`src/rtl/octopos_reset_requester.sv`:
```
// AXI4-Lite master that writes a reset command to the Octopos reset module,
// then polls its status register until the reset completes, errors or times out.
module octopos_reset_requester #(
   parameter int                      ADDR_WIDTH  = 32,
   parameter int                      DATA_WIDTH  = 32,
   parameter logic [ADDR_WIDTH-1:0]   CMD_ADDR    = 32'h0000_0000,
   parameter logic [ADDR_WIDTH-1:0]   STATUS_ADDR = 32'h0000_0004,
   parameter logic [DATA_WIDTH-1:0]   CMD_WORD    = 32'h0000_0001,
   parameter logic [DATA_WIDTH-1:0]   STATUS_MASK = 32'h0000_0001,
   parameter int                      POLL_GAP    = 16,
   parameter int                      TIMEOUT     = 4096
) (
   input  logic                      m00_axi_aclk,
   input  logic                      m00_axi_areset,
   input  logic                      req,
   output logic                      busy,
   output logic                      done,
   output logic                      error,
   output logic [1:0]                err_code,
   output logic [ADDR_WIDTH-1:0]     m00_axi_awaddr,
   output logic [2:0]                m00_axi_awprot,
   output logic                      m00_axi_awvalid,
   input  logic                      m00_axi_awready,
   output logic [DATA_WIDTH-1:0]     m00_axi_wdata,
   output logic [DATA_WIDTH/8-1:0]   m00_axi_wstrb,
   output logic                      m00_axi_wvalid,
   input  logic                      m00_axi_wready,
   input  logic [1:0]                m00_axi_bresp,
   input  logic                      m00_axi_bvalid,
   output logic                      m00_axi_bready,
   output logic [ADDR_WIDTH-1:0]     m00_axi_araddr,
   output logic [2:0]                m00_axi_arprot,
   output logic                      m00_axi_arvalid,
   input  logic                      m00_axi_arready,
   input  logic [DATA_WIDTH-1:0]     m00_axi_rdata,
   input  logic [1:0]                m00_axi_rresp,
   input  logic                      m00_axi_rvalid,
   output logic                      m00_axi_rready
);

   localparam int TW = $clog2(TIMEOUT + 1);
   localparam int GW = $clog2(POLL_GAP + 1);

   typedef enum logic [2:0] {
      S_IDLE, S_WRITE, S_WRESP, S_RADDR, S_RDATA, S_GAP, S_DONE, S_ERR
   } state_t;

   state_t                    state_reg, state_next;
   logic                      aw_done_reg, aw_done_next;
   logic                      w_done_reg, w_done_next;
   logic                      tmo_pend_reg, tmo_pend_next;
   logic [TW-1:0]             tmo_cnt_reg, tmo_cnt_next;
   logic [GW-1:0]             gap_cnt_reg, gap_cnt_next;
   logic [1:0]                err_code_reg, err_code_next;
   logic [ADDR_WIDTH-1:0]     awaddr_reg, awaddr_next;
   logic [ADDR_WIDTH-1:0]     araddr_reg, araddr_next;
   logic [DATA_WIDTH-1:0]     wdata_reg, wdata_next;
   logic [DATA_WIDTH/8-1:0]   wstrb_reg, wstrb_next;

   logic                      aw_fin, w_fin, tmo_expire;
   logic [TW-1:0]             tmo_dec;
   logic [GW-1:0]             gap_dec;

   assign m00_axi_awvalid = (state_reg == S_WRITE) && !aw_done_reg;
   assign m00_axi_wvalid  = (state_reg == S_WRITE) && !w_done_reg;
   assign m00_axi_bready  = (state_reg == S_WRESP);
   assign m00_axi_arvalid = (state_reg == S_RADDR);
   assign m00_axi_rready  = (state_reg == S_RDATA);
   assign m00_axi_awprot  = 3'b000;
   assign m00_axi_arprot  = 3'b000;
   assign m00_axi_awaddr  = awaddr_reg;
   assign m00_axi_araddr  = araddr_reg;
   assign m00_axi_wdata   = wdata_reg;
   assign m00_axi_wstrb   = wstrb_reg;
   assign busy            = (state_reg != S_IDLE);
   assign done            = (state_reg == S_DONE);
   assign error           = (state_reg == S_ERR);
   assign err_code        = err_code_reg;

   assign aw_fin     = aw_done_reg || (m00_axi_awvalid && m00_axi_awready);
   assign w_fin      = w_done_reg  || (m00_axi_wvalid  && m00_axi_wready);
   // Expiry means this cycle's decrement lands on zero; counters never wrap.
   assign tmo_expire = (tmo_cnt_reg <= TW'(1));
   assign tmo_dec    = (tmo_cnt_reg != '0) ? tmo_cnt_reg - TW'(1) : '0;
   assign gap_dec    = (gap_cnt_reg != '0) ? gap_cnt_reg - GW'(1) : '0;

   always_ff @(posedge m00_axi_aclk or posedge m00_axi_areset) begin
      if (m00_axi_areset) begin
         state_reg    <= S_IDLE;
         aw_done_reg  <= 1'b0;
         w_done_reg   <= 1'b0;
         tmo_pend_reg <= 1'b0;
         tmo_cnt_reg  <= '0;
         gap_cnt_reg  <= '0;
         err_code_reg <= 2'd0;
         awaddr_reg   <= '0;
         araddr_reg   <= '0;
         wdata_reg    <= '0;
         wstrb_reg    <= '0;
      end else begin
         state_reg    <= state_next;
         aw_done_reg  <= aw_done_next;
         w_done_reg   <= w_done_next;
         tmo_pend_reg <= tmo_pend_next;
         tmo_cnt_reg  <= tmo_cnt_next;
         gap_cnt_reg  <= gap_cnt_next;
         err_code_reg <= err_code_next;
         awaddr_reg   <= awaddr_next;
         araddr_reg   <= araddr_next;
         wdata_reg    <= wdata_next;
         wstrb_reg    <= wstrb_next;
      end
   end

   always_comb begin
      state_next    = state_reg;
      aw_done_next  = aw_done_reg;
      w_done_next   = w_done_reg;
      tmo_pend_next = tmo_pend_reg;
      tmo_cnt_next  = tmo_cnt_reg;
      gap_cnt_next  = gap_cnt_reg;
      err_code_next = err_code_reg;
      awaddr_next   = awaddr_reg;
      araddr_next   = araddr_reg;
      wdata_next    = wdata_reg;
      wstrb_next    = wstrb_reg;

      case (state_reg)
         S_IDLE: begin
            if (req) begin
               state_next    = S_WRITE;
               aw_done_next  = 1'b0;
               w_done_next   = 1'b0;
               tmo_pend_next = 1'b0;
               err_code_next = 2'd0;
               tmo_cnt_next  = TW'(TIMEOUT);
               awaddr_next   = CMD_ADDR;
               wdata_next    = CMD_WORD;
               wstrb_next    = '1;
               araddr_next   = STATUS_ADDR;
            end
         end
         S_WRITE: begin
            tmo_cnt_next = tmo_dec;
            aw_done_next = aw_fin;
            w_done_next  = w_fin;
            if (aw_fin && w_fin) begin
               state_next = S_WRESP;
            end else if (tmo_expire) begin
               state_next    = S_ERR;
               err_code_next = 2'd3;
            end
         end
         S_WRESP: begin
            tmo_cnt_next = tmo_dec;
            if (m00_axi_bvalid) begin
               if (m00_axi_bresp != 2'b00) begin
                  state_next    = S_ERR;
                  err_code_next = 2'd1;
               end else begin
                  state_next = S_RADDR;
               end
            end else if (tmo_expire) begin
               state_next    = S_ERR;
               err_code_next = 2'd3;
            end
         end
         S_RADDR: begin
            tmo_cnt_next = tmo_dec;
            if (m00_axi_arready) begin
               state_next = S_RDATA;
            end else if (tmo_expire) begin
               state_next    = S_ERR;
               err_code_next = 2'd3;
            end
         end
         S_RDATA: begin
            tmo_cnt_next = tmo_dec;
            // A read already issued is always drained so no R beat is orphaned.
            if (m00_axi_rvalid) begin
               if (tmo_pend_reg) begin
                  state_next    = S_ERR;
                  err_code_next = 2'd3;
               end else if (m00_axi_rresp != 2'b00) begin
                  state_next    = S_ERR;
                  err_code_next = 2'd2;
               end else if ((m00_axi_rdata & STATUS_MASK) == '0) begin
                  state_next = S_DONE;
               end else begin
                  state_next   = S_GAP;
                  gap_cnt_next = GW'(POLL_GAP);
               end
            end else if (tmo_expire) begin
               tmo_pend_next = 1'b1;
            end
         end
         S_GAP: begin
            tmo_cnt_next = tmo_dec;
            gap_cnt_next = gap_dec;
            if (tmo_expire) begin
               state_next    = S_ERR;
               err_code_next = 2'd3;
            end else if (gap_cnt_reg <= GW'(1)) begin
               state_next = S_RADDR;
            end
         end
         S_DONE:  state_next = S_IDLE;
         S_ERR:   state_next = S_IDLE;
         default: state_next = S_IDLE;
      endcase
   end

endmodule

```
`config.mk`:
```
export PLATFORM = sky130hd
export DESIGN_NAME = octopos_reset_requester
export DESIGN_NICKNAME = d
export VERILOG_FILES = /design/src/rtl/octopos_reset_requester.sv
export SDC_FILE = /design/constraint.sdc
export NUM_CORES = 1
export LEC_CHECK = 0
export BUFFER_PORTS_ARGS = -buffer_cell sky130_fd_sc_hd__buf_2
export CAP_MARGIN = 15
export CORE_MARGIN = 5
export CORE_UTILIZATION = 39
export DETAILED_ROUTE_END_ITERATION = 10
export PLACE_DENSITY = 0.77
export SKIP_CTS_REPAIR_TIMING = 1
export SLEW_MARGIN = 20
export SYNTH_ARGS = -nofsm -noshare
export SYNTH_HDL_FRONTEND = slang
export SYNTH_SLANG_ARGS = --single-unit
```
`constraint.sdc`:
```
create_clock -name m00_axi_aclk -period 2.5 [get_ports m00_axi_aclk]
set_clock_uncertainty 0.2 [all_clocks]
set_input_delay 0.25 -clock m00_axi_aclk [delete_from_list [all_inputs] [get_ports m00_axi_aclk]]
set_output_delay 0.25 -clock m00_axi_aclk [all_outputs]
set_load 0.02 [all_outputs]
```
=== Yosys cells after proc, flatten, opt, wreduce, memory -nomap -nowiden ===
Index checks and enable logic that the tools add are counted.

* RAM bits: 0
* Flip-flop bits (word level): 28
* ROM bits: 0
* Bits in latches: 0
* Memories: 0
* Input bits: 44
* Logic and storage cells: 100
* Output and inout bits: 116

* Divide/modulo/power cells: 0
* $mul: 0
* Bitwise logic cells: 0
* Shift operators: 0
* Reduce and logical (&&, ||, !) cells: 30
* Multiplexer cells: 38
* Order comparisons: 2
* Eq/ne operators: 19
* Add/subtract/negate cells: 2

{| class="wikitable"
|+ Operator list
! operator !! number
|-
| zero test 32 bit || 1
|-
| two-way mux 3 bit || 9
|-
| two-way mux 13 bit || 2
|-
| one-hot mux 13 bit (2 select lines) || 1
|-
| two-way mux 5 bit || 5
|-
| two-way mux 2 bit || 12
|-
| one-hot mux 3 bit (7 select lines) || 1
|-
| inequality test 2 bit (second input constant) || 8
|-
| <= comparator 13 x 1 -> 1 bit (second input constant) || 1
|-
| nonzero test 13 bit || 1
|-
| subtractor 13 x 1 -> 13 bit (second input constant) || 1
|-
| == test 3 bit (second input constant) || 4
|-
| one-hot mux 2 bit (6 select lines) || 1
|-
| nonzero test 2 bit || 6
|-
| one-hot mux 5 bit (2 select lines) || 1
|-
| AND reduction 7 bit || 1
|-
| == test 3 x 2 -> 1 bit (second input constant) || 2
|-
| one-hot mux 1 bit (2 select lines) || 3
|-
| AND reduction 2 bit || 3
|-
| nonzero test 6 bit || 1
|-
| <= comparator 5 x 1 -> 1 bit (second input constant) || 1
|-
| logical AND 1 bit || 5
|-
| AND reduction 5 bit || 1
|-
| nonzero test 5 bit || 1
|-
| 15 further kinds || 19
|}

=== Depth between registers and ports, before layout ===
Gate-level depths: netlist (run 1).

* Word-level depth: 7
* Gate-level depth with buffers: 9
* Mapped depth without buffers: 7

=== Worst setup path after synthesis (run 1) ===
No wires, ideal clock.

* Kind: reg-to-reg
* From: register tmo_cnt_reg[0]
* To: register tmo_cnt_reg[12]
* Period minus slack after synthesis: 2.447 ns
* Library setup time: 0.119 ns
* Arrival: 2.128 ns
* Data required time: 2.181 ns
* Path buffers: 1
* Cell stages (with the launch flop): 9
* Path slack: 0.053 ns
* Cells stage by stage: dfrtp_1 > clkbuf_1 > inv_1 > ha_1 > or4b_4 > nor2_1 > nand2_1 > or4b_1 > o21a_1

* Word-level cells in the longest chain between the ends: 3
* Elaborated cells on any way between the ends: 4
* Classes of those cells: 1 x add/sub; 2 x mux; 1 x reduce/logical

{| class="wikitable"
|+ Ends and longest elaborated chain
! element !! line !! RTL
|-
| from (decl) || 52 || <nowiki>logic [TW-1:0] tmo_cnt_reg, tmo_cnt_next;</nowiki>
|-
| from (signal assigned) || 105 || <nowiki>tmo_cnt_reg <= tmo_cnt_next;</nowiki>
|-
| subtractor 13 x 1 -> 13 bit or nonzero test 13 bit (tied branches) || 84 || <nowiki>assign tmo_dec = (tmo_cnt_reg != '0) ? tmo_cnt_reg - TW'(1) : '0;</nowiki>
|-
| two-way mux 13 bit * || 84 ||
|-
| one-hot mux 13 bit (2 select lines) * || 128 || <nowiki>case (state_reg)</nowiki>
|}

Every way passes the cells marked *; elsewhere a longest branch is shown, timed or not.
A chain may end at the register's enable or synchronous reset.

=== Worst setup path in the final report (run 1) ===
* From: register tmo_cnt_reg[1]
* To: register tmo_cnt_reg[12]

Same word-level chain as after synthesis.

==> results of run 1 <==
-- tightest hold or removal path: stages --
cell and delay, ps:
buf_2 100, a21oi_1 60, nor2_1 90
-- worst max-delay path by stage --
stage,from,to,slack (ps),depth (start not counted)
after floorplan,tmo_cnt_reg[0],tmo_cnt_reg[12],50,8
after global placement,tmo_cnt_reg[1],tmo_cnt_reg[12],170,7
after detailed placement,tmo_cnt_reg[9],tmo_cnt_reg[7],100,5
after CTS,tmo_cnt_reg[9],tmo_cnt_reg[7],80,5
after global routing,tmo_cnt_reg[9],state_reg[0],20,5
final,tmo_cnt_reg[1],tmo_cnt_reg[12],160,7
-- per-stage QoR --
stage / total power [mW] / utilization, % / instance area, um^2 / instances / setup slack [ps]
floorplan: 2.21 / - / 2900 / 415 / 52.8
CTS: 2.76 / 38.3 / 2430 / 420 / 79.9
finish: 2.76 / 38.6 / 2450 / 421 / 163
detailed placement: 2.49 / 37.6 / 2390 / 416 / 104
global placement: 2.43 / 37.6 / 2390 / 416 / 167
global route: 3.03 / 38.6 / 2450 / 421 / 19.9
-- power by group through the flow --
stage / sequential (mW) / combinational (mW) / clock [mW]
2_1_floorplan: 0.782 / 1.43 / 0
3_3_place_gp: 0.789 / 1.64 / 0
3_5_place_dp: 0.802 / 1.69 / 0
4_1_cts: 0.793 / 1.70 / 0.271
5_1_grt: 0.831 / 1.92 / 0.282
6_report: 0.798 / 1.71 / 0.256
-- cells by family after synthesis --
family          Yosys count  synth area share (%)
compound gates           84                  21.0
fa+ha+maj                 5                  2.47
buf+inv                 123                  33.8
flops                    27                  26.7
mux                       2                 0.791
other cells               1                 0.148
simple gates             74                  15.0
-- synth_stat cells, drive strengths merged, types with 2 or more instances --
cell	instances
nor2	27
a22oi	2
nor3	5
o31ai	2
nor4	3
o21bai	2
a32oi	2
a31oi	4
nor2b	2
o21ai	22
a21o	3
a22o	2
dfrtp	27
o22ai	2
a211o	2
buf	107
o21a	2
or4	3
or4b	2
nand3	3
nand2	17
ha	5
nand2b	6
mux2i	2
or3	2
a21oi	24
inv	9
o31a	2
clkbuf	6
o22a	3
-- area by class of cell --
class	instances	area share (%)
multi-input cells	265	56.2
flip-flops and latches	27	27.6
repair buffers	38	8.88
well taps	77	3.93
clock buffers	3	1.68
inverters	10	1.53
clock inverters	1	0.204
-- metal layers --
layer	part of all wire, %	GRT usage [%]	vias up
met1	39	14.8	915
li1	-	-	948
met2	50	20.2	95
met3	11	2.92	2
met4	0.20	1.61	0
met5	0	0	-
==> metrics.md, run 1 <==
| Metric | Value |
|---|---|
| TritonCTS clock tree | yes |
| TritonCTS Buffers | 3 |
| Worst Path Required | 2470 ps |
| CTS Sinks | 27 |
| Leak | 1.24 nW |
| Reg-to-reg endpoint | tmo_cnt_reg[12] |
| Hold violation count in the final report | 0 |
| Routed Antenna Nets | 0 |
| Crit Path Max Fanout | 5 |
| Final period util | 93.5% |
| H-tree Lvls | 1 |
| Flop2flop setup slack | 160 ps |
| # port buffers | 28 |
| Worst-path clk slew | 100 ps |
| Synth area leaders | buf_4, dfrtp_1, a21oi_1, o21ai_0, nor2_1 |
| MaxCap Viol Count | 0 |
| Outcome | finished clean |
| Seq cells post-synth | 27 |
| Worst hold start | m00_axi_awready |
| Initial antenna violation count | 0 |
| Die Ht | 90.6 um |
| Routed vias/inst | 4.66 |
| PD cells | 1130 nW/um^2 |
| Post-synth ARST share | 100% |
| Routed WL | 5.06 mm |
| Hold_ws | 51.7 ps |
| Worst slew margin | 48.9% |
| Horiz. Die Dim | 90.6 um |
| Sequential power share | 28.9% |
| Seq/Total Area, Yosys | 26.7% |
| Sw Ratio | 51.3% |
| Comb pwr share | 61.8% |
| Largest net degree at the start of global routing | 28 |
| Filler cells | 640 |
| First-pass GRT wire length | 8.29 mm |
| Psw | 1.42 mW |
| Initial Utilization | 39.9% |
| Via count | 1,960 |
| Most frequent cells in the layout | conb_1, buf_2, nor2_1, dfrtp_1, a21oi_1 |
| Min Tclk post-route | 2340 ps |
| Top_reg_cell synth | dfrtp_1 |
| Setup Crit Path Kind | flop to flop |
| Critical Path AT | 2310 ps |
| Crit. End Element | flop |
| Peak supply drop | 0.526 mV |
| Worst reg2reg startpoint | tmo_cnt_reg[1] |
| Cell count after synthesis | 316 |
| Slowest stage cell, crit path | or4b_4 |
| Iter 0 DRT Violations | 91 |
| Cell-internal power | 1.34 mW |
| Worst-Skew Late Latency | 280 ps |
| Number of flip-flops in the largest register | 13 |
| Fmax | 428 MHz |
| Antenna Cells | 0 |
| RSZ-0062 raised after global routing | no |
| Core area | 6350 um^2 |
| Clk network pwr share | 9.3% |
| Nets | 394 |
| Hold Path Cell Cnt | 3 |
| Vias in the first global route | 1,726 |
| DR pass1 iterations | 4 |
| Setup_tns | 0 ps |
| I/O Pins | 160 |
| Total track usage | 11.6% |
| Setup crit start kind | flop |
| Multi-input logic area | 1380 um^2 |
| Crit-path cells | inv_2 > ha_2 > or4b_4 > nor2_1 > nand2_1 > or4b_1 > o21a_1 |
| Routability cong. | 0.855 |
| Synth warnings | 0 |
| Mean Syn Cell Area | 8.01 um^2 |
| Clk Tree Root Cell | clkbuf_8 |
| Synth cell types | 52 |
| Worst Hold Endpoint | aw_done_reg |
| Max Transition Viols Final | 0 |
| Area share of the largest cell type after synthesis | 31.1% |
| # rows | 29 |
| Overflow after GRT | 0 |
| Max Buffers Root-to-Sink | 2 |
| Hold Path Class | input pin to flop |
| Leading cell type in the layout, fill and taps excluded | conb_1 |
| Post-synth EDFFs | 0 |
| HPWL Detailed | 3.99 mm |
| Least-Margin Pin Slew | 756 ps |
| Slowest stage delay, CP | 500 ps |
| Path depth of the worst reg2reg path | 7 |
| Endpoints failing setup | 0 |
| Synth-to-layout area growth | -3.21% |
| Residual DRC | 0 |
| Die footprint | 8200 um^2 |
| WL per Instance | 12.0 um |
| CP bufs+invs | 1 |
| Synth area leader | buf_4 |
| Layout cells sized above 1 | 14.2% |
| FF/Latch Area | 676 um^2 |
| CP delay by family, top | simple AND/OR/NAND/NOR gates |
| Netlist Area Pre-Place | 2530 um^2 |
(Power assumes the default switching activity.)
==> inputs of run 2 (changes only) <==
==> constraint.sdc (replaced) <==
create_clock -name m00_axi_aclk -period 2.01 [get_ports m00_axi_aclk]
set_clock_uncertainty 0.2 [all_clocks]
set_input_delay 0.201 -clock m00_axi_aclk [delete_from_list [all_inputs] [get_ports m00_axi_aclk]]
set_output_delay 0.201 -clock m00_axi_aclk [all_outputs]
set_load 0.02 [all_outputs]
==> run 2 against run 1 <==
Net effect:
- the flow now finishes with violations (setup timing)
- critical path type unchanged
- combinational power grew 85%
- via count is 6.4% higher
- sequential share of layout area shrank 4.4 points
- critical path depth stayed put
- largest cell class unchanged
- sequential cell count unchanged
- sequential power increased by 22%
- clock-buffer cell count stayed put
- global-route usage increased by 1.6 points
- total power rose by 62%
- worst setup slack got worse by 360 ps
==> metrics.md, run 2 (synthesized netlist as in run 1, its figures left out) <==
| Metric | Value |
|---|---|
| Outcome | finished, violations left (was finished clean) |
| Violated checks | setup timing |
| Number of flip-flops in the largest register | 13 (unchanged) |
| Setup Crit Path Kind | flop to flop (unchanged) |
| Iter 0 DRT Violations | 88 (was 91) |
| Residual DRC | 0 (unchanged) |
| First-pass GRT wire length | 9.29 mm (was 8.29 mm) |
| Overflow after GRT | 0 (unchanged) |
| H-tree Lvls | 1 (unchanged) |
| Leading cell type in the layout, fill and taps excluded | conb_1 (unchanged) |
| Most frequent cells in the layout | conb_1, buf_4, buf_2 (was conb_1, buf_2, nor2_1, dfrtp_1, a21oi_1) |
| RSZ-0062 raised after global routing | yes (was no) |
| Vias in the first global route | 1,931 (was 1,726) |
| Routed WL | 6.17 mm (was 5.06 mm) |
| Nets | 428 (was 394) |
| Initial antenna violation count | 0 (unchanged) |
| Worst-path clk slew | 110 ps (was 100 ps) |
| Horiz. Die Dim | 90.6 um (unchanged) |
| TritonCTS clock tree | yes (unchanged) |
| Largest net degree at the start of global routing | 28 (unchanged) |
| DR pass1 iterations | 5 (was 4) |
| Leak | 1.45 nW (was 1.24 nW) |
| Critical Path AT | 2190 ps (was 2310 ps) |
| # rows | 29 (unchanged) |
| Worst-Skew Late Latency | 280 ps (about the same) |
| Hold Path Class | input pin to flop (unchanged) |
| CTS Sinks | 27 (unchanged) |
| Max Buffers Root-to-Sink | 2 (unchanged) |
| PD cells | 1530 nW/um^2 (was 1130 nW/um^2) |
| Core area | 6350 um^2 (unchanged) |
| MaxCap Viol Count | 0 (unchanged) |
| Endpoints failing setup | 8 (was 0) |
| Max Transition Viols Final | 0 (unchanged) |
| Routed Antenna Nets | 0 (unchanged) |
| Least-Margin Pin Slew | 624 ps (was 756 ps) |
| TritonCTS Buffers | 3 (unchanged) |
| Placed cell count | 444 (was 416) |
| Path depth of the worst reg2reg path | 7 (unchanged) |
| Layout cells sized above 1 | 29.6% (was 14.2%) |
| Fmax | 454 MHz (was 428 MHz) |
| Final Non-Filler Cells | 455 (was 421) |
| Clk Tree Root Cell | clkbuf_8 (unchanged) |
| Crit Path Max Fanout | 4 (was 5) |
| Crit. End Element | flop (unchanged) |
| Critical Path End | tmo_cnt_reg[12] (unchanged) |
| Reg-to-reg endpoint | tmo_cnt_reg[12] (unchanged) |
| Critical Path Source | tmo_cnt_reg[1] (unchanged) |
| Antenna Cells | 0 (unchanged) |
| Worst slew margin | 57.7% (was 48.9%) |
| Synth-to-layout area growth | 15.2% (was -3.21%) |
| Min Tclk post-route | 2200 ps (was 2340 ps) |
| Final period util | 110% (was 93.5%) |
| Via count | 2,086 (was 1,960) |
| Final WS setup | -195 ps (was 163 ps) |
| WL per Instance | 13.6 um (was 12.0 um) |
| Pwr Total | 4.46 mW (was 2.76 mW) |
| Die footprint | 8200 um^2 (unchanged) |
| Worst reg2reg startpoint | tmo_cnt_reg[1] (unchanged) |
| Flop2flop setup slack | -190 ps (was 160 ps) |
| Hold violation count in the final report | 0 (unchanged) |
| Die Ht | 90.6 um (unchanged) |
| Peak supply drop | 0.920 mV (was 0.526 mV) |
| I/O Pins | 160 (unchanged) |
| Total track usage | 13.3% (was 11.6%) |
| Initial Utilization | 39.9% (unchanged) |
| Setup crit start kind | flop (unchanged) |
| Routability cong. | 0.849 (was 0.855) |
| Worst Path Required | 2000 ps (was 2470 ps) |
| # port buffers | 28 (unchanged) |
| Routed vias/inst | 4.58 (was 4.66) |
| HPWL Detailed | 4.51 mm (was 3.99 mm) |
==> run 2: cell count changes in the layout (fill, tap and decap cells not counted), sizes merged <==
| cell | previous run | this run |
|---|---|---|
| clkinv | 2 | 1 |
| clkinvlp | 0 | 1 |
| buf | 37 | 71 |
==> run 2: area by class of cell <==
class,count,area (um^2)
tap,77,96.3
multi-input combinational,265,1580
sequential,27,676
clock inverter,1,7.51
fill,620,3430
inverter,10,40.0
timing repair buffer,72,480
clock buffer,3,41.3
==> run 2: metal layers <==
metal  vias to the layer above  wire, um  track usage [%]
li1                       1009         -                -
met1                       999      2290             15.5
met2                        74      3440             24.9
met3                         4       402             3.00
met4                         0        40             1.86
met5                         -         0                0
==> run 2: metrics by stage <==
| step | utilization, % | setup WS [ps] | setup TNS [ps] | instance area [um^2] | hold slack, ps |
|---|---|---|---|---|---|
| final | 45.9 | -195 | -730 | 2920 | 9.60 |
| after CTS | 42.3 | -229 | -2440 | 2690 | -226 |
| after global routing | 45.9 | -269 | -1650 | 2920 | 2.28 |
| after floorplan | - | -267 | -1060 | 2960 | 53.7 |
| after global placement | 41.6 | -165 | -716 | 2640 | 93.4 |
| after detailed placement | 41.6 | -206 | -1800 | 2640 | 91.3 |
==> run 2: where the power goes <==
part | internal [mW] | leakage (nW) | switching, mW
Combinational | 1.35 | 1.10 | 1.81
Sequential | 0.766 | 0.334 | 0.205
Clock | 0.141 | 0.0217 | 0.195
Total | 2.26 | 1.45 | 2.21
==> run 2: critical path: stages, from the launching register on <==
cell and delay [ps]:
dfrtp_1 400, inv_2 90, ha_4 150, or4b_4 480, nor2_4 110, nand2_2 60
or4b_4 500, o21a_1 110
==> run 2: how the worst min path moves through the flow <==
stage | startpoint | to | slack [ps] | cells past startpoint
after floorplan | m00_axi_areset | aw_done_reg | 50 | 1
after global placement | m00_axi_areset | err_code[0] | 90 | 3
after detailed placement | m00_axi_areset | err_code[0] | 90 | 3
after CTS | m00_axi_areset | err_code[0] | -230 | 3
after global routing | m00_axi_wready | w_done_reg | 2 | 3
final | m00_axi_wready | w_done_reg | 10 | 3
